--- config.mk ---
export PLATFORM = sky130hd
export DESIGN_NAME = seven_segment_monitor_flat
export DESIGN_NICKNAME = d
export VERILOG_FILES = /design/src/rtl/seven_seg_pkg.sv /design/src/rtl/seven_segment_monitor_if.sv /design/src/rtl/seven_seg_pattern_decode.sv /design/src/rtl/seven_segment_monitor.sv /design/src/flat_wrapper.sv
export SDC_FILE = /design/constraint.sdc
export NUM_CORES = 1
export LEC_CHECK = 0
export BUFFER_PORTS_ARGS = -buffer_cell sky130_fd_sc_hd__buf_2
export CORE_ASPECT_RATIO = 1.5
export CORE_MARGIN = 2
export CORE_UTILIZATION = 25
export CTS_CLUSTER_SIZE = 40
export DETAILED_ROUTE_END_ITERATION = 8
export GPL_TIMING_DRIVEN = 0
export SETUP_SLACK_MARGIN = 0.2
export SYNTH_ARGS = -nofsm -noshare
export SYNTH_HDL_FRONTEND = slang
export SYNTH_SLANG_ARGS = --single-unit
--- constraint.sdc ---
create_clock -name i_Clk -period 2.8 [get_ports i_Clk]
set_input_delay 0.28 -clock i_Clk [delete_from_list [all_inputs] [get_ports i_Clk]]
set_output_delay 0.28 -clock i_Clk [all_outputs]
set_load 0.03 [all_outputs]
--- src/rtl/seven_seg_pkg.sv ---
// Shared constants for the seven-segment receive monitor: segment patterns, bit indices,
// FSM encoding and the counter sequence helper (honours SEVEN_SEG_MONITOR_HEX_EN).
package seven_seg_pkg;

  localparam int SEG_A_BIT = 0;
  localparam int SEG_B_BIT = 1;
  localparam int SEG_C_BIT = 2;
  localparam int SEG_D_BIT = 3;
  localparam int SEG_E_BIT = 4;
  localparam int SEG_F_BIT = 5;
  localparam int SEG_G_BIT = 6;
  localparam int SEG_W     = SEG_G_BIT + 1;

  // Active-high {G..A} patterns
  localparam logic [SEG_W-1:0] SEG_0 = 7'h3F;
  localparam logic [SEG_W-1:0] SEG_1 = 7'h06;
  localparam logic [SEG_W-1:0] SEG_2 = 7'h5B;
  localparam logic [SEG_W-1:0] SEG_3 = 7'h4F;
  localparam logic [SEG_W-1:0] SEG_4 = 7'h66;
  localparam logic [SEG_W-1:0] SEG_5 = 7'h6D;
  localparam logic [SEG_W-1:0] SEG_6 = 7'h7D;
  localparam logic [SEG_W-1:0] SEG_7 = 7'h07;
  localparam logic [SEG_W-1:0] SEG_8 = 7'h7F;
  localparam logic [SEG_W-1:0] SEG_9 = 7'h6F;
  localparam logic [SEG_W-1:0] SEG_HEX_A = 7'h77;
  localparam logic [SEG_W-1:0] SEG_HEX_B = 7'h7C;
  localparam logic [SEG_W-1:0] SEG_HEX_C = 7'h39;
  localparam logic [SEG_W-1:0] SEG_HEX_D = 7'h5E;
  localparam logic [SEG_W-1:0] SEG_HEX_E = 7'h79;
  localparam logic [SEG_W-1:0] SEG_HEX_F = 7'h71;

  typedef enum logic {
    S_SETTLE = 1'b0,
    S_HOLD   = 1'b1
  } state_t;

  // Value the display counter shows after {tens,ones}
  function automatic logic [7:0] seq_next(input logic [3:0] tens, input logic [3:0] ones);
`ifdef SEVEN_SEG_MONITOR_HEX_EN
    return {tens, ones} + 8'd1;
`else
    if (ones != 4'd9)
      return {tens, ones + 4'd1};
    else if (tens != 4'd9)
      return {tens + 4'd1, 4'd0};
    else
      return 8'h00;
`endif
  endfunction

endpackage

--- src/rtl/seven_segment_monitor_if.sv ---
// Pin-side and report-side signals of the seven-segment monitor; the monitor is the slave.
interface seven_segment_monitor_if #(
  parameter int ERR_W = 8
);
  import seven_seg_pkg::*;

  logic [SEG_W-1:0] i_Segment1;
  logic [SEG_W-1:0] i_Segment2;
  logic [3:0]       o_Tens;
  logic [3:0]       o_Ones;
  logic             o_Valid;
  logic             o_Invalid;
  logic             o_Seq_Error;
  logic [ERR_W-1:0] o_Error_Count;

  modport master (
    output i_Segment1, i_Segment2,
    input  o_Tens, o_Ones, o_Valid, o_Invalid, o_Seq_Error, o_Error_Count
  );

  modport slave (
    input  i_Segment1, i_Segment2,
    output o_Tens, o_Ones, o_Valid, o_Invalid, o_Seq_Error, o_Error_Count
  );
endinterface

--- src/rtl/seven_seg_pattern_decode.sv ---
// Combinational active-high segment pattern -> digit decoder.
// SEVEN_SEG_MONITOR_HEX_EN adds the A..F glyphs.
module seven_seg_pattern_decode
  import seven_seg_pkg::*;
(
  input  logic [SEG_W-1:0] pattern,
  output logic [3:0]       digit,
  output logic             valid
);

  always_comb begin
    digit = 4'd0;
    valid = 1'b1;
    case (pattern)
      SEG_0: digit = 4'd0;
      SEG_1: digit = 4'd1;
      SEG_2: digit = 4'd2;
      SEG_3: digit = 4'd3;
      SEG_4: digit = 4'd4;
      SEG_5: digit = 4'd5;
      SEG_6: digit = 4'd6;
      SEG_7: digit = 4'd7;
      SEG_8: digit = 4'd8;
      SEG_9: digit = 4'd9;
`ifdef SEVEN_SEG_MONITOR_HEX_EN
      SEG_HEX_A: digit = 4'hA;
      SEG_HEX_B: digit = 4'hB;
      SEG_HEX_C: digit = 4'hC;
      SEG_HEX_D: digit = 4'hD;
      SEG_HEX_E: digit = 4'hE;
      SEG_HEX_F: digit = 4'hF;
`endif
      default: valid = 1'b0;
    endcase
  end

endmodule

--- src/rtl/seven_segment_monitor.sv ---
// Seven-segment receive monitor: debounces the two digit patterns, decodes them and checks
// the counter sequence. SEVEN_SEG_MONITOR_HEX_EN selects hex digits and mod-256 sequencing.
module seven_segment_monitor
  import seven_seg_pkg::*;
#(
  parameter int STABLE_CYCLES = 4,
  parameter int ERR_W         = 8
) (
  input logic                    i_Clk,
  input logic                    i_Reset,
  seven_segment_monitor_if.slave bus
);

  localparam int                CNT_W   = $clog2(STABLE_CYCLES + 1);
  localparam logic [CNT_W-1:0] CNT_MAX = CNT_W'(STABLE_CYCLES);
  localparam logic [CNT_W-1:0] CNT_HIT = CNT_W'(STABLE_CYCLES - 1);

  logic [2*SEG_W-1:0] samp_p0, samp_p1;
  logic [CNT_W-1:0]   stab_cnt;
  state_t             state, state_nxt;
  logic               changed, stable_hit, accept;
  logic [3:0]         tens_dig, ones_dig;
  logic               tens_ok, ones_ok;
  logic               seq_bad, base_vld;
  logic [7:0]         expect_val;
  logic [3:0]         tens_q, ones_q;
  logic               valid_q, invalid_q, seq_err_q;
  logic [ERR_W-1:0]   err_cnt_q;

  function automatic logic [ERR_W-1:0] sat_inc(input logic [ERR_W-1:0] v);
    return (&v) ? v : v + 1'b1;
  endfunction

  // Stage p0/p1: raw active-low pins and their previous sample; stability run counter
  always_ff @(posedge i_Clk) begin
    if (i_Reset) begin
      samp_p0  <= '1;
      samp_p1  <= '1;
      stab_cnt <= '0;
    end else begin
      samp_p0 <= {bus.i_Segment1, bus.i_Segment2};
      samp_p1 <= samp_p0;
      if (changed)
        stab_cnt <= '0;
      else if (stab_cnt != CNT_MAX)
        stab_cnt <= stab_cnt + 1'b1;
    end
  end

  assign changed    = (samp_p0 != samp_p1);
  assign stable_hit = !changed && (stab_cnt == CNT_HIT);

  seven_seg_pattern_decode u_dec_tens (
    .pattern (~samp_p0[2*SEG_W-1:SEG_W]),
    .digit   (tens_dig),
    .valid   (tens_ok)
  );

  seven_seg_pattern_decode u_dec_ones (
    .pattern (~samp_p0[SEG_W-1:0]),
    .digit   (ones_dig),
    .valid   (ones_ok)
  );

  always_ff @(posedge i_Clk) begin
    if (i_Reset) state <= S_SETTLE;
    else         state <= state_nxt;
  end

  always_comb begin
    state_nxt = state;
    case (state)
      S_SETTLE: if (stable_hit) state_nxt = S_HOLD;
      S_HOLD:   if (changed)    state_nxt = S_SETTLE;
      default:                  state_nxt = S_SETTLE;
    endcase
  end

  always_comb begin
    accept = (state == S_SETTLE) && stable_hit;
  end

  // Displayed value doubles as the baseline; a clear to 00 is always legal
  assign expect_val = seq_next(tens_q, ones_q);
  assign seq_bad    = base_vld && ({tens_dig, ones_dig} != expect_val) &&
                      ({tens_dig, ones_dig} != 8'h00);

  // Stage p2: reported outputs
  always_ff @(posedge i_Clk) begin
    if (i_Reset) begin
      tens_q    <= '0;
      ones_q    <= '0;
      valid_q   <= 1'b0;
      invalid_q <= 1'b0;
      seq_err_q <= 1'b0;
      err_cnt_q <= '0;
      base_vld  <= 1'b0;
    end else begin
      valid_q   <= 1'b0;
      seq_err_q <= 1'b0;
      if (accept) begin
        if (tens_ok && ones_ok) begin
          tens_q    <= tens_dig;
          ones_q    <= ones_dig;
          invalid_q <= 1'b0;
          valid_q   <= 1'b1;
          seq_err_q <= seq_bad;
          base_vld  <= 1'b1;
          if (seq_bad) err_cnt_q <= sat_inc(err_cnt_q);
        end else begin
          invalid_q <= 1'b1;
          base_vld  <= 1'b0;
        end
      end
    end
  end

  assign bus.o_Tens        = tens_q;
  assign bus.o_Ones        = ones_q;
  assign bus.o_Valid       = valid_q;
  assign bus.o_Invalid     = invalid_q;
  assign bus.o_Seq_Error   = seq_err_q;
  assign bus.o_Error_Count = err_cnt_q;

endmodule

--- src/flat_wrapper.sv ---
// flat-port wrapper written by rule: the top's interface ports become plain ports
module seven_segment_monitor_flat import seven_seg_pkg::*;
#(
  parameter int STABLE_CYCLES = 4,
  parameter int ERR_W         = 8
)
  (i_Clk, i_Reset, bus_i_Segment1, bus_i_Segment2, bus_o_Tens, bus_o_Ones, bus_o_Valid, bus_o_Invalid, bus_o_Seq_Error, bus_o_Error_Count);
  seven_segment_monitor_if #(.ERR_W(ERR_W)) bus_i ();
  input logic i_Clk;
  input logic i_Reset;
  input wire logic [$bits(bus_i.i_Segment1)-1:0] bus_i_Segment1;
  input wire logic [$bits(bus_i.i_Segment2)-1:0] bus_i_Segment2;
  output wire logic [$bits(bus_i.o_Tens)-1:0] bus_o_Tens;
  output wire logic [$bits(bus_i.o_Ones)-1:0] bus_o_Ones;
  output wire logic [$bits(bus_i.o_Valid)-1:0] bus_o_Valid;
  output wire logic [$bits(bus_i.o_Invalid)-1:0] bus_o_Invalid;
  output wire logic [$bits(bus_i.o_Seq_Error)-1:0] bus_o_Seq_Error;
  output wire logic [$bits(bus_i.o_Error_Count)-1:0] bus_o_Error_Count;
  assign bus_i.i_Segment1 = bus_i_Segment1;
  assign bus_i.i_Segment2 = bus_i_Segment2;
  assign bus_o_Tens = bus_i.o_Tens;
  assign bus_o_Ones = bus_i.o_Ones;
  assign bus_o_Valid = bus_i.o_Valid;
  assign bus_o_Invalid = bus_i.o_Invalid;
  assign bus_o_Seq_Error = bus_i.o_Seq_Error;
  assign bus_o_Error_Count = bus_i.o_Error_Count;
  seven_segment_monitor #(.STABLE_CYCLES(STABLE_CYCLES), .ERR_W(ERR_W)) u_core (.i_Clk(i_Clk), .i_Reset(i_Reset), .bus(bus_i));
endmodule
==> qor.txt, run 1 <==
OUTCOME
------------------------------------------------------------------------------------
Outcome ............................................................... finished, final reports clean

YOSYS
------------------------------------------------------------------------------------
Share of the synthesized netlist area taken by xor and xnor gates .....        7.31%
Compound-gate portion of the synthesized area .........................        12.2%
Unique masters post-synth .............................................           54
Area share of and/or/nand/nor cells after synthesis ...................        33.9%
Sequential cell area fraction in the yosys report .....................        37.8%
Cell type contributing the most total cell area after synthesis ....... sky130_fd_sc_hd__dfxtp_1
Multiplexer share of the synthesized area .............................        3.13%
Net Count, Synth ......................................................          339
Avg Synthesized Cell Area .............................................     8.64 um2
Post-synth EDFFs ......................................................            0
Synthesized-area fraction occupied by adder cells .....................        1.82%
Number of warnings issued by yosys ....................................            0
Register bit count reported by yosys ..................................           52
Share of the synthesized area in the top cell type ....................        37.8%
Number of instances in the synthesized netlist ........................          319
Largest family of logic cells by synthesized area ..................... simple AND/OR/NAND/NOR gates
Proportion of synthesized flip-flops having asynchronous set or reset .           0%
Mapped cell area ......................................................  0.00276 mm2
Flip-flop cell with the highest count after synthesis ................. sky130_fd_sc_hd__dfxtp_1
Cell types with the largest area share after synthesis ................ sky130_fd_sc_hd__dfxtp_1 38%, sky130_fd_sc_hd__or2_2 6.6%, sky130_fd_sc_hd__xor2_1 5.7%

DRT
------------------------------------------------------------------------------------
DRC violations left ...................................................            0
Vias after detailed routing ...........................................         2463
Number of antenna-violating nets in the routed design .................            0
Vias per cell .........................................................         4.78
Detailed Route WL .....................................................      6910 um
Drt pass-1 iters ......................................................            4
Violation count after the first detailed-route iteration ..............          130
Avg WL per Cell .......................................................      13.4 um

TIMING
------------------------------------------------------------------------------------
Hold slack final ......................................................     0.164 ns
Min Tclk post-route ...................................................      2.64 ns
Fraction of the cycle the final worst path needs ......................        94.1%
Slew margin rel. ......................................................        64.8%
Final setup viols .....................................................            0
Maximum achievable frequency ..........................................      379 MHz
Count of pins over their slew limit ...................................            0
RSZ-0062 raised after global routing ..................................          yes
Final hold vios .......................................................            0
Final Skew ............................................................   0.00310 ns
Worst Max-Slew Pin Slew ...............................................     0.523 ns

GRT
------------------------------------------------------------------------------------
Total routing usage reported by global routing ........................        11.7%
Total congestion overflow after global routing ........................            0
Maximum number of pins on one net before global-route repair ..........           19
Global-route wire length before repair ................................     11400 um
Number of global-route vias before repair .............................         2442
Antenna violations before repair ......................................            0

FLOORPLAN
------------------------------------------------------------------------------------
Area of the die .......................................................   0.0119 mm2
DIE HEIGHT ............................................................       133 um
Die Span X ............................................................      89.7 um
Initial Utilization ...................................................        25.3%
I/O pin total .........................................................           35
Area of the core region ...............................................   0.0109 mm2
Cell row count ........................................................           47

FINISH
------------------------------------------------------------------------------------
Area growth from synthesis to final layout ............................        25.5%
Share of post-route cells with drive strength above 1 .................        32.9%
Post-Layout Inst Area .................................................  0.00346 mm2
N_diodes ..............................................................            0
Filler cell count in the final layout .................................         1153
Number of nets in the final layout ....................................          387

CRITICAL PATH
------------------------------------------------------------------------------------
Peak fanout along the critical path ...................................            5
Endpoint of the worst register-to-register path ....................... u_core.bus.o_Error_Count[0]
Startpoint Class ......................................................    flip-flop
Critical path capture point type ......................................    flip-flop
Arrival time at the worst endpoint ....................................      2.82 ns
Type of the setup path with the least slack ........................... flip-flop to flip-flop
Data required, critical path ..........................................      2.98 ns
Internal reg-to-reg setup slack .......................................      0.16 ns
FF-to-FF path depth ...................................................            7
Launch instance of the worst register-to-register path ................ u_core.samp_p0[9]

PLACEMENT
------------------------------------------------------------------------------------
DP HPWL ...............................................................      5090 um
Final weighted congestion of routability-driven global placement ......        0.830
Total cell area at the placement stage ................................  0.00311 mm2
IO Port Bufs ..........................................................           34

CLOCKING
------------------------------------------------------------------------------------
Clock sink total ......................................................           52
Maximum clock insertion buffer count ..................................            2
Number of buffers inserted during clock tree synthesis ................            5
Root buf cell ......................................................... sky130_fd_sc_hd__clkbuf_16
Clock latency on the worst-skew pair ..................................      0.29 ns
Clk slew on worst S/H paths ...........................................      0.07 ns
CTS H-tree depth ......................................................            2
TritonCTS clock tree ..................................................         done

MIN PATH
------------------------------------------------------------------------------------
Worst min path class .................................................. primary input to flip-flop
Hold-critical path endpoint ........................................... u_core.samp_p0[8]
Hold Path Cell Cnt ....................................................            2
Min-Delay Startpoint .................................................. bus_i_Segment1[1]

POWER
------------------------------------------------------------------------------------
Maximum resistive drop on vdd .........................................     0.209 mV
Leakage power .........................................................      1.34 nW
Post-route total power ................................................      1.53 mW
P per Cell Area .......................................................   443 mW/mm2

FLOW RUN
------------------------------------------------------------------------------------
Number of violations of the max-capacitance limit .....................            0

## stage by stage
stage	util, %	instances	TNS [ns]	worst slack, ns
after floorplan	-	319	0	0.289
after detailed placement	28.6	500	-0.932	-0.289
final	31.8	515	0	0.164
after CTS	30.7	511	0	0.163
after global placement	28.6	500	-0.413	-0.201
after global routing	31.8	515	0	0.0573
## per-layer routing
layer / GRT usage (%) / part of all wire, % / vias up
met5: 0 / 0 / -
met4: 5.30 / 2.8 / 0
met3: 1.37 / 2.3 / 17
met2: 22.9 / 55 / 38
met1: 12.5 / 40 / 1186
li1: - / - / 1222
## worst max-delay path, cell delays in order (launching register included)
cell and delay, ns:
sky130_fd_sc_hd__dfxtp_2 0.33, sky130_fd_sc_hd__or4_4 0.59, sky130_fd_sc_hd__nor3_4 0.29, sky130_fd_sc_hd__nor2_2 0.09, sky130_fd_sc_hd__a2111o_1 0.46, sky130_fd_sc_hd__nor3b_4 0.29
sky130_fd_sc_hd__o211ai_2 0.17, sky130_fd_sc_hd__mux2_4 0.32
## worst max path at each step
stage,slack [ns],cells past startpoint,from,end
3_5_place_dp,-0.29,10,u_core.samp_p0[1],u_core.bus.o_Error_Count[3]
2_1_floorplan,0.29,8,u_core.samp_p0[10],u_core.bus.o_Error_Count[0]
4_1_cts,0.16,10,u_core.samp_p0[3],u_core.bus.o_Error_Count[4]
3_3_place_gp,-0.20,10,u_core.samp_p0[1],u_core.bus.o_Error_Count[3]
6_report,0.16,7,u_core.samp_p0[9],u_core.bus.o_Error_Count[0]
5_1_grt,0.06,7,u_core.samp_p0[9],u_core.bus.o_Error_Count[0]
## cell usage after synthesis, types with 5 or more instances
cell type                  number
sky130_fd_sc_hd__nand3b_1       5
sky130_fd_sc_hd__nor3b_1        8
sky130_fd_sc_hd__o21ai_0        8
sky130_fd_sc_hd__nor3_1         6
sky130_fd_sc_hd__nand3_1        6
sky130_fd_sc_hd__nand2b_1       6
sky130_fd_sc_hd__nand2_1       18
sky130_fd_sc_hd__xor2_1        18
sky130_fd_sc_hd__xnor2_1        5
sky130_fd_sc_hd__nor2_1        22
sky130_fd_sc_hd__or2_2         29
sky130_fd_sc_hd__nor4_1        12
sky130_fd_sc_hd__mux2i_1        6
sky130_fd_sc_hd__clkbuf_1      16
sky130_fd_sc_hd__nor2b_1       10
sky130_fd_sc_hd__nand4_1       10
sky130_fd_sc_hd__inv_1          7
sky130_fd_sc_hd__dfxtp_1       52
sky130_fd_sc_hd__a21oi_1       15
## timing repair
item                       4_1_cts  5_1_grt
setup endpoints to repair       10       11
hold buffers                     0        0
resized for setup               18       27
setup buffers                    3        4
pin swaps                        3       10
cloned                           0        0
## state kept, by name, summed over array words and instances, names as in the netlist
name,count
u_core.samp_p1,14
u_core.base_vld,1
u_core.bus.o_Valid,1
u_core.state,1
u_core.bus.o_Invalid,1
u_core.samp_p0,14
u_core.stab_cnt,3
u_core.bus.o_Ones,4
u_core.bus.o_Tens,4
u_core.bus.o_Error_Count,8
u_core.bus.o_Seq_Error,1
## power breakdown
part / switching (mW) / internal (mW) / leakage, nW
registers: 0.0161 / 0.759 / 0.425
clock network: 0.290 / 0.339 / 0.0719
logic: 0.0727 / 0.0558 / 0.845
total: 0.379 / 1.15 / 1.34
## placed cells by master, fill, tap and decap left out, types with 7 or more instances in the layout
cell type / netlist / routed
sky130_fd_sc_hd__or2_2: 29 / 29
sky130_fd_sc_hd__nor2_1: 22 / 20
sky130_fd_sc_hd__nand4_1: 10 / 10
sky130_fd_sc_hd__nor2b_1: 10 / 9
sky130_fd_sc_hd__nor4_1: 12 / 9
sky130_fd_sc_hd__buf_4: 0 / 7
sky130_fd_sc_hd__buf_2: 4 / 36
sky130_fd_sc_hd__a21oi_1: 15 / 15
sky130_fd_sc_hd__clkbuf_2: 0 / 8
sky130_fd_sc_hd__nand2_1: 18 / 18
sky130_fd_sc_hd__dfxtp_1: 52 / 49
sky130_fd_sc_hd__nor3b_1: 8 / 7
sky130_fd_sc_hd__xor2_1: 18 / 18
sky130_fd_sc_hd__inv_1: 7 / 7
## area by class of cell
type	count	area (um2)	share of cell area [%]
Timing Repair Buffer	41	226	6.55
Sequential cell	52	1040	30.2
Multi-Input combinational cell	240	1720	49.8
Inverter	7	26.3	0.760
Clock inverter	3	27.5	0.796
Tap cell	147	184	5.32
Clock buffer	5	125	3.62
Buffer	20	103	2.97
## logic make-up after synthesis
group,after synthesis
and+or+nand+nor,155
AOI/OAI and AO/OA,50
buffers and inverters,27
xor gates and xnor gates,23
adders and majority gates,4
DFF,52
muxes,8
(Power assumes the default switching activity.)
==> run 2, diff against run 1 <==
--- a/config.mk
+++ b/config.mk
@@ -5,6 +5,7 @@
 export SDC_FILE = /design/constraint.sdc
 export NUM_CORES = 1
 export LEC_CHECK = 0
+export ABC_CLOCK_PERIOD_IN_PS = 2700
 export BUFFER_PORTS_ARGS = -buffer_cell sky130_fd_sc_hd__buf_2
 export CORE_ASPECT_RATIO = 1.5
 export CORE_MARGIN = 2
==> constraint.sdc (replaced) <==
create_clock -name i_Clk -period 2.7 [get_ports i_Clk]
set_input_delay 0.27 -clock i_Clk [delete_from_list [all_inputs] [get_ports i_Clk]]
set_output_delay 0.27 -clock i_Clk [all_outputs]
set_load 0.03 [all_outputs]
==> qor.txt, run 2 (synthesis results as in run 1) <==
PLACEMENT
-------------------------------------------------------------------------------
Total cell area at the placement stage ...........................  0.00311 mm2   unchanged
Worst slack after detailed placement .............................    -0.355 ns   was -0.289 ns
DP HPWL ..........................................................      5060 um   was 5090 um
Final weighted congestion of routability-driven global placement .        0.827   was 0.830
IO Port Bufs .....................................................           34   unchanged

POWER
-------------------------------------------------------------------------------
Logic gate share of total power ..................................         8.8%   was 8.4%
Design internal power ............................................      1.20 mW   was 1.15 mW
Power dissipated by switching net loads ..........................       392 uW   was 379 uW
Part of the total power dissipated in sequential elements ........        50.5%   about the same
Post-route total power ...........................................      1.59 mW   was 1.53 mW
Leakage power ....................................................      1.36 nW   was 1.34 nW
Maximum resistive drop on vdd ....................................     0.214 mV   was 0.209 mV
Clock network fraction of total power ............................        40.7%   was 41.1%
Sw frac ..........................................................        24.6%   was 24.7%
P per Cell Area ..................................................   454 mW/mm2   was 443 mW/mm2

FLOORPLAN
-------------------------------------------------------------------------------
DIE HEIGHT .......................................................       133 um   unchanged
Area of the core region ..........................................   0.0109 mm2   unchanged
Initial Utilization ..............................................        25.3%   unchanged
Die Span X .......................................................      89.7 um   unchanged
Area of the die ..................................................   0.0119 mm2   unchanged
Cell row count ...................................................           47   unchanged
I/O pin total ....................................................           35   unchanged

GRT
-------------------------------------------------------------------------------
Total congestion overflow after global routing ...................            0   unchanged
Total routing usage reported by global routing ...................        11.7%   about the same
Number of global-route vias before repair ........................         2464   was 2442
Antenna violations before repair .................................            0   unchanged
Met3 track demand over resource in global routing ................        1.42%   was 1.37%
Global-route wire length before repair ...........................     11500 um   was 11400 um
Global routing's busiest layer ...................................         met2   unchanged
Met2 Usage GRT ...................................................        22.4%   was 22.9%
Maximum number of pins on one net before global-route repair .....           19   unchanged
GRT met1 Usage ...................................................        12.5%   about the same

TIMING
-------------------------------------------------------------------------------
Min Tclk post-route ..............................................      2.52 ns   was 2.64 ns
Slew margin rel. .................................................        63.1%   was 64.8%
Final Skew .......................................................   0.00337 ns   was 0.00310 ns
Final setup viols ................................................            0   unchanged
Count of pins over their slew limit ..............................            0   unchanged
RSZ-0062 raised after global routing .............................          yes   unchanged
Final hold vios ..................................................            0   unchanged
Maximum achievable frequency .....................................      397 MHz   was 379 MHz
Post-route setup TNS .............................................         0 ns   unchanged
Worst Max-Slew Pin Slew ..........................................     0.554 ns   was 0.523 ns
Fraction of the cycle the final worst path needs .................        93.3%   was 94.1%
Crit path setup slack, layout ....................................     0.180 ns   was 0.164 ns

CLOCKING
-------------------------------------------------------------------------------
Clock latency on the worst-skew pair .............................      0.29 ns   about the same
TritonCTS clock tree .............................................         done   unchanged
Root buf cell .................................................... sky130_fd_sc_hd__clkbuf_16   unchanged
CTS H-tree depth .................................................            2   unchanged
Clk slew on worst S/H paths ......................................      0.07 ns   about the same
Clock sink total .................................................           52   unchanged
Maximum clock insertion buffer count .............................            2   unchanged
Number of buffers inserted during clock tree synthesis ...........            5   unchanged

DRT
-------------------------------------------------------------------------------
Avg WL per Cell ..................................................      13.4 um   about the same
Number of antenna-violating nets in the routed design ............            0   unchanged
Violation count after the first detailed-route iteration .........           81   was 130
Vias per cell ....................................................         4.76   was 4.78
DRC violations left ..............................................            0   unchanged
Vias after detailed routing ......................................         2457   was 2463
Drt pass-1 iters .................................................            4   unchanged
Detailed Route WL ................................................      6910 um   unchanged

CRITICAL PATH
-------------------------------------------------------------------------------
Peak fanout along the critical path ..............................            4   was 5
Launch instance of the worst register-to-register path ........... u_core.samp_p0[9]   unchanged
Startpoint Class .................................................    flip-flop   unchanged
Arrival time at the worst endpoint ...............................      2.70 ns   was 2.82 ns
FF-to-FF path depth ..............................................            8   was 7
Critical path capture point type .................................    flip-flop   unchanged
Data required, critical path .....................................      2.88 ns   was 2.98 ns
Type of the setup path with the least slack ...................... flip-flop to flip-flop   unchanged
Endpoint of the worst register-to-register path .................. u_core.bus.o_Error_Count[0]   unchanged
Internal reg-to-reg setup slack ..................................      0.18 ns   was 0.16 ns

FINISH
-------------------------------------------------------------------------------
Post-Layout Inst Area ............................................  0.00351 mm2   was 0.00346 mm2
Number of nets in the final layout ...............................          388   was 387
Area growth from synthesis to final layout .......................        27.3%   was 25.5%
N_diodes .........................................................            0   unchanged
Most common library cell in the layout ignoring fill and taps .... sky130_fd_sc_hd__dfxtp_1   unchanged
Highest-count cells in the layout ignoring fill and taps ......... 46 x sky130_fd_sc_hd__dfxtp_1, 36 x sky130_fd_sc_hd__buf_2, 29 x sky130_fd_sc_hd__or2_2, 20 x sky130_fd_sc_hd__nor2_1   was 49 x sky130_fd_sc_hd__dfxtp_1, 36 x sky130_fd_sc_hd__buf_2, 29 x sky130_fd_sc_hd__or2_2, 20 x sky130_fd_sc_hd__nor2_1
Share of post-route cells with drive strength above 1 ............        34.7%   was 32.9%

MIN PATH
-------------------------------------------------------------------------------
Hold-critical path endpoint ...................................... u_core.samp_p0[6]   was u_core.samp_p0[8]
Min-Delay Startpoint ............................................. bus_i_Segment2[6]   was bus_i_Segment1[1]
Worst min path class ............................................. primary input to flip-flop   unchanged
Hold Path Cell Cnt ...............................................            2   unchanged

FLOW RUN
-------------------------------------------------------------------------------
Number of violations of the max-capacitance limit ................            0   unchanged

OUTCOME
-------------------------------------------------------------------------------
Outcome .......................................................... finished, final reports clean   unchanged

==> run 2: cell types whose count changed in the layout (fill, tap and decap cells not counted), sizes merged <==
cell,change
clkbuf,-5
clkinv,-1
buf,+6
inv,+1
==> run 2: per-stage QoR <==
| step | hold WS (ns) | instances | utilization (%) |
|---|---|---|---|
| after floorplan | 0.374 | 319 | - |
| after global placement | 0.456 | 500 | 28.6 |
| after detailed placement | 0.458 | 500 | 28.6 |
| after CTS | 0.150 | 515 | 31.3 |
| after global routing | 0.151 | 516 | 32.2 |
| final | 0.154 | 516 | 32.2 |
==> run 2: worst max-delay path by stage <==
| stage | startpoint | to | slack, ns | cells after the start |
|---|---|---|---|---|
| after global routing | u_core.samp_p0[9] | u_core.bus.o_Error_Count[3] | 0.06 | 9 |
| after floorplan | u_core.samp_p0[10] | u_core.bus.o_Error_Count[0] | 0.19 | 8 |
| after detailed placement | u_core.samp_p0[1] | u_core.bus.o_Error_Count[3] | -0.35 | 10 |
| after global placement | u_core.samp_p0[1] | u_core.bus.o_Error_Count[3] | -0.31 | 10 |
| final | u_core.samp_p0[9] | u_core.bus.o_Error_Count[0] | 0.18 | 8 |
| after CTS | u_core.samp_p0[1] | u_core.bus.o_Error_Count[3] | 0.09 | 10 |
==> run 2: critical path, stage by stage, from the launching register on <==
cell and delay (ns):
sky130_fd_sc_hd__dfxtp_2 0.33, sky130_fd_sc_hd__or4_4 0.59, sky130_fd_sc_hd__nor2_2 0.10, sky130_fd_sc_hd__a32o_2 0.18, sky130_fd_sc_hd__nor2_4 0.04, sky130_fd_sc_hd__a2111o_1 0.41, sky130_fd_sc_hd__nor3b_4 0.27, sky130_fd_sc_hd__o211ai_2 0.17
sky130_fd_sc_hd__mux2_4 0.31
==> run 2: power by group through the flow <==
stage	Combinational (mW)	Sequential (mW)	Clock [mW]
after global placement	0.116	0.819	0
after detailed placement	0.119	0.819	0
after CTS	0.130	0.803	0.660
final	0.140	0.804	0.648
after floorplan	0.0848	0.814	0
after global routing	0.154	0.807	0.701
==> run 2: timing repair <==
item / 4_1_cts / 5_1_grt
buffers inserted: 7 / 1
endpoints found under the setup margin: 17 / 16
cloned: 0 / 0
resized for setup: 27 / 38
hold buffers: 0 / 0
pin swaps: 8 / 12
==> run 2: routing by layer <==
metal  wire, um  vias up
met2       3840       56
met3        147       14
met1       2770     1164
li1           -     1223
met4        156        0
met5          0        -
==> run 2: final cells by class <==
type                       count  area [um2]
buffer                        20         121
clock buffer                   5         125
clock inverter                 3        25.0
fill                        1119        7370
inverter                       7        26.3
multi-input combinational    240        1740
sequential                    52        1050
tap                          147         184
timing repair buffer          42         234
==> run 3, diff against run 2 <==
--- a/config.mk
+++ b/config.mk
@@ -12,7 +12,6 @@
 export CORE_UTILIZATION = 25
 export CTS_CLUSTER_SIZE = 40
 export DETAILED_ROUTE_END_ITERATION = 8
-export GPL_TIMING_DRIVEN = 0
 export SETUP_SLACK_MARGIN = 0.2
 export SYNTH_ARGS = -nofsm -noshare
 export SYNTH_HDL_FRONTEND = slang
==> qor.txt, run 3 (synthesis results as in run 1) <==
CLOCKING
-------------------------------------------------------------------------------
Clk slew on worst S/H paths ......................................      0.07 ns   about the same
Clock sink total .................................................           52   unchanged
Maximum clock insertion buffer count .............................            2   unchanged
Number of buffers inserted during clock tree synthesis ...........            5   unchanged
Root buf cell .................................................... sky130_fd_sc_hd__clkbuf_16   unchanged
Clock latency on the worst-skew pair .............................      0.30 ns   was 0.29 ns
TritonCTS clock tree .............................................         done   unchanged
Count of hold-fix buffers inserted at cts ........................            0   unchanged
CTS H-tree depth .................................................            2   unchanged

FINISH
-------------------------------------------------------------------------------
Most common library cell in the layout ignoring fill and taps .... sky130_fd_sc_hd__dfxtp_1   unchanged
Number of nets in the final layout ...............................          384   was 388
Share of post-route cells with drive strength above 1 ............        34.8%   was 34.7%
N_diodes .........................................................            0   unchanged
Highest-count cells in the layout ignoring fill and taps ......... 47 x sky130_fd_sc_hd__dfxtp_1, 34 x sky130_fd_sc_hd__buf_2, 29 x sky130_fd_sc_hd__or2_2, 21 x sky130_fd_sc_hd__buf_4, 20 x sky130_fd_sc_hd__nor2_1   was 46 x sky130_fd_sc_hd__dfxtp_1, 36 x sky130_fd_sc_hd__buf_2, 29 x sky130_fd_sc_hd__or2_2, 20 x sky130_fd_sc_hd__nor2_1
Area growth from synthesis to final layout .......................        26.9%   was 27.3%

OUTCOME
-------------------------------------------------------------------------------
Outcome .......................................................... finished, final reports clean   unchanged

CRITICAL PATH
-------------------------------------------------------------------------------
List of cells traversed by the critical path ..................... or4_4 -> nor2_2 -> a32o_2 -> nor2_2 -> a2111o_1 -> nor3b_4 -> o211ai_2 -> mux2_4   was or4_4 -> nor2_2 -> a32o_2 -> nor2_4 -> a2111o_1 -> nor3b_4 -> o211ai_2 -> mux2_4
Arrival time at the worst endpoint ...............................      2.72 ns   was 2.70 ns
Worst-path cell with the longest stage delay ..................... sky130_fd_sc_hd__or4_4   unchanged
Type of the setup path with the least slack ...................... flip-flop to flip-flop   unchanged
Crit-path max cell delay .........................................      0.57 ns   was 0.59 ns
Gate family responsible for the most delay along the worst path .. simple AND/OR/NAND/NOR gates   unchanged
Dominant cell type by count on the critical path ................. sky130_fd_sc_hd__nor2_2
Worst Path Buf+Inv ...............................................            0   unchanged
Startpoint Class .................................................    flip-flop   unchanged
Critical path capture point type .................................    flip-flop   unchanged
Peak fanout along the critical path ..............................            5   was 4
Data required, critical path .....................................      2.89 ns   was 2.88 ns

TIMING
-------------------------------------------------------------------------------
Final hold vios ..................................................            0   unchanged
Slew margin rel. .................................................        52.4%   was 63.1%
RSZ-0062 raised after global routing .............................          yes   unchanged
Final setup viols ................................................            0   unchanged
Fraction of the cycle the final worst path needs .................        94.0%   was 93.3%
Worst Max-Slew Pin Slew ..........................................     0.714 ns   was 0.554 ns
Final Skew .......................................................   0.00371 ns   was 0.00337 ns
Min Tclk post-route ..............................................      2.54 ns   was 2.52 ns
Count of pins over their slew limit ..............................            0   unchanged
Maximum achievable frequency .....................................      394 MHz   was 397 MHz
Post-route setup TNS .............................................         0 ns   unchanged

FLOORPLAN
-------------------------------------------------------------------------------
I/O pin total ....................................................           35   unchanged
Die Span X .......................................................      89.7 um   unchanged
Initial Utilization ..............................................        25.3%   unchanged
Area of the die ..................................................   0.0119 mm2   unchanged
Area of the core region ..........................................   0.0109 mm2   unchanged
Cell row count ...................................................           47   unchanged
DIE HEIGHT .......................................................       133 um   unchanged

DRT
-------------------------------------------------------------------------------
Vias after detailed routing ......................................         2461   was 2457
Avg WL per Cell ..................................................      13.4 um   about the same
Detailed Route WL ................................................      6860 um   was 6910 um
Number of antenna-violating nets in the routed design ............            0   unchanged
Violation count after the first detailed-route iteration .........          113   was 81
Vias per cell ....................................................         4.81   was 4.76
Drt pass-1 iters .................................................            4   unchanged
DRC violations left ..............................................            0   unchanged

PLACEMENT
-------------------------------------------------------------------------------
IO Port Bufs .....................................................           34   unchanged
Final weighted congestion of routability-driven global placement .        0.798   was 0.827
DP HPWL ..........................................................      4940 um   was 5060 um

POWER
-------------------------------------------------------------------------------
Leakage power ....................................................      1.34 nW   was 1.36 nW
Post-route total power ...........................................      1.68 mW   was 1.59 mW
P per Cell Area ..................................................   480 mW/mm2   was 454 mW/mm2
Maximum resistive drop on vdd ....................................     0.224 mV   was 0.214 mV

FLOW RUN
-------------------------------------------------------------------------------
Number of violations of the max-capacitance limit ................            0   unchanged

GRT
-------------------------------------------------------------------------------
Global-route wire length before repair ...........................     11100 um   was 11500 um
Met2 Usage GRT ...................................................        22.8%   was 22.4%
Met3 track demand over resource in global routing ................        2.05%   was 1.42%
GRT met1 Usage ...................................................        11.0%   was 12.5%
Maximum number of pins on one net before global-route repair .....           40   was 19
Number of global-route vias before repair ........................         2406   was 2464
Global routing's busiest layer ...................................         met2   unchanged
Total congestion overflow after global routing ...................            0   unchanged
Antenna violations before repair .................................            0   unchanged
Total routing usage reported by global routing ...................        11.3%   was 11.7%

MIN PATH
-------------------------------------------------------------------------------
Worst min path class ............................................. primary input to flip-flop   unchanged

## run 3: cell types whose count changed in the layout (fill, tap and decap cells not counted), sizes merged
cell / delta
clkbuf: -12
bufinv: +1
buf: +8
inv: -1
## run 3: layer usage
layer	up-vias	part of all wire, %	routed length, um
met5	-	0	0
met4	0	1.9	133
met3	14	2.7	187
met2	39	56	3860
met1	1194	39	2680
li1	1214	-	-
## run 3: path summary, 6_finish.rpt
check / slack (ns) / cells past startpoint / from / end
max: 0.16 / 8 / u_core.samp_p0[10] / u_core.bus.o_Error_Count[0]
min: 0.15 / 2 / bus_i_Segment2[2] / u_core.samp_p0[2]
max reg2reg: 0.16 / 8 / u_core.samp_p0[10] / u_core.bus.o_Error_Count[0]
min reg2reg: 0.49 / 2 / u_core.base_vld / u_core.base_vld
## run 3: timing repair
| item | CTS | global route |
|---|---|---|
| setup buffers | 2 | 4 |
| cloned | 0 | 0 |
| setup endpoints to repair | 6 | 10 |
| pin swaps | 5 | 13 |
| resized for setup | 3 | 27 |
## run 3: final cells by class
class	count	area (um2)
fill	1151	7380
multi-input combinational	240	1700
sequential	52	1050
timing repair buffer	58	362
tap	147	184
clock buffer	5	125
clock inverter	3	46.3
inverter	7	26.3
## run 3: power breakdown
part	switching [mW]	leakage, nW	internal [mW]	total (mW)
clock	0.302	0.0804	0.441	0.743
combinational	0.0633	0.833	0.0611	0.124
sequential	0.0233	0.425	0.787	0.810
## run 3: stage by stage
| step | instance area (um2) | util [%] | cells | hold WS [ns] | setup slack (ns) |
|---|---|---|---|---|---|
| 2_1_floorplan | 2760 | - | 319 | 0.374 | 0.189 |
| 3_3_place_gp | 3160 | 29.1 | 498 | 0.459 | 0.0843 |
| 3_5_place_dp | 3160 | 29.1 | 498 | 0.457 | 0.0490 |
| 4_1_cts | 3360 | 30.9 | 508 | 0.151 | 0.153 |
| 5_1_grt | 3500 | 32.1 | 512 | 0.152 | 0.0679 |
| 6_report | 3500 | 32.1 | 512 | 0.153 | 0.163 |
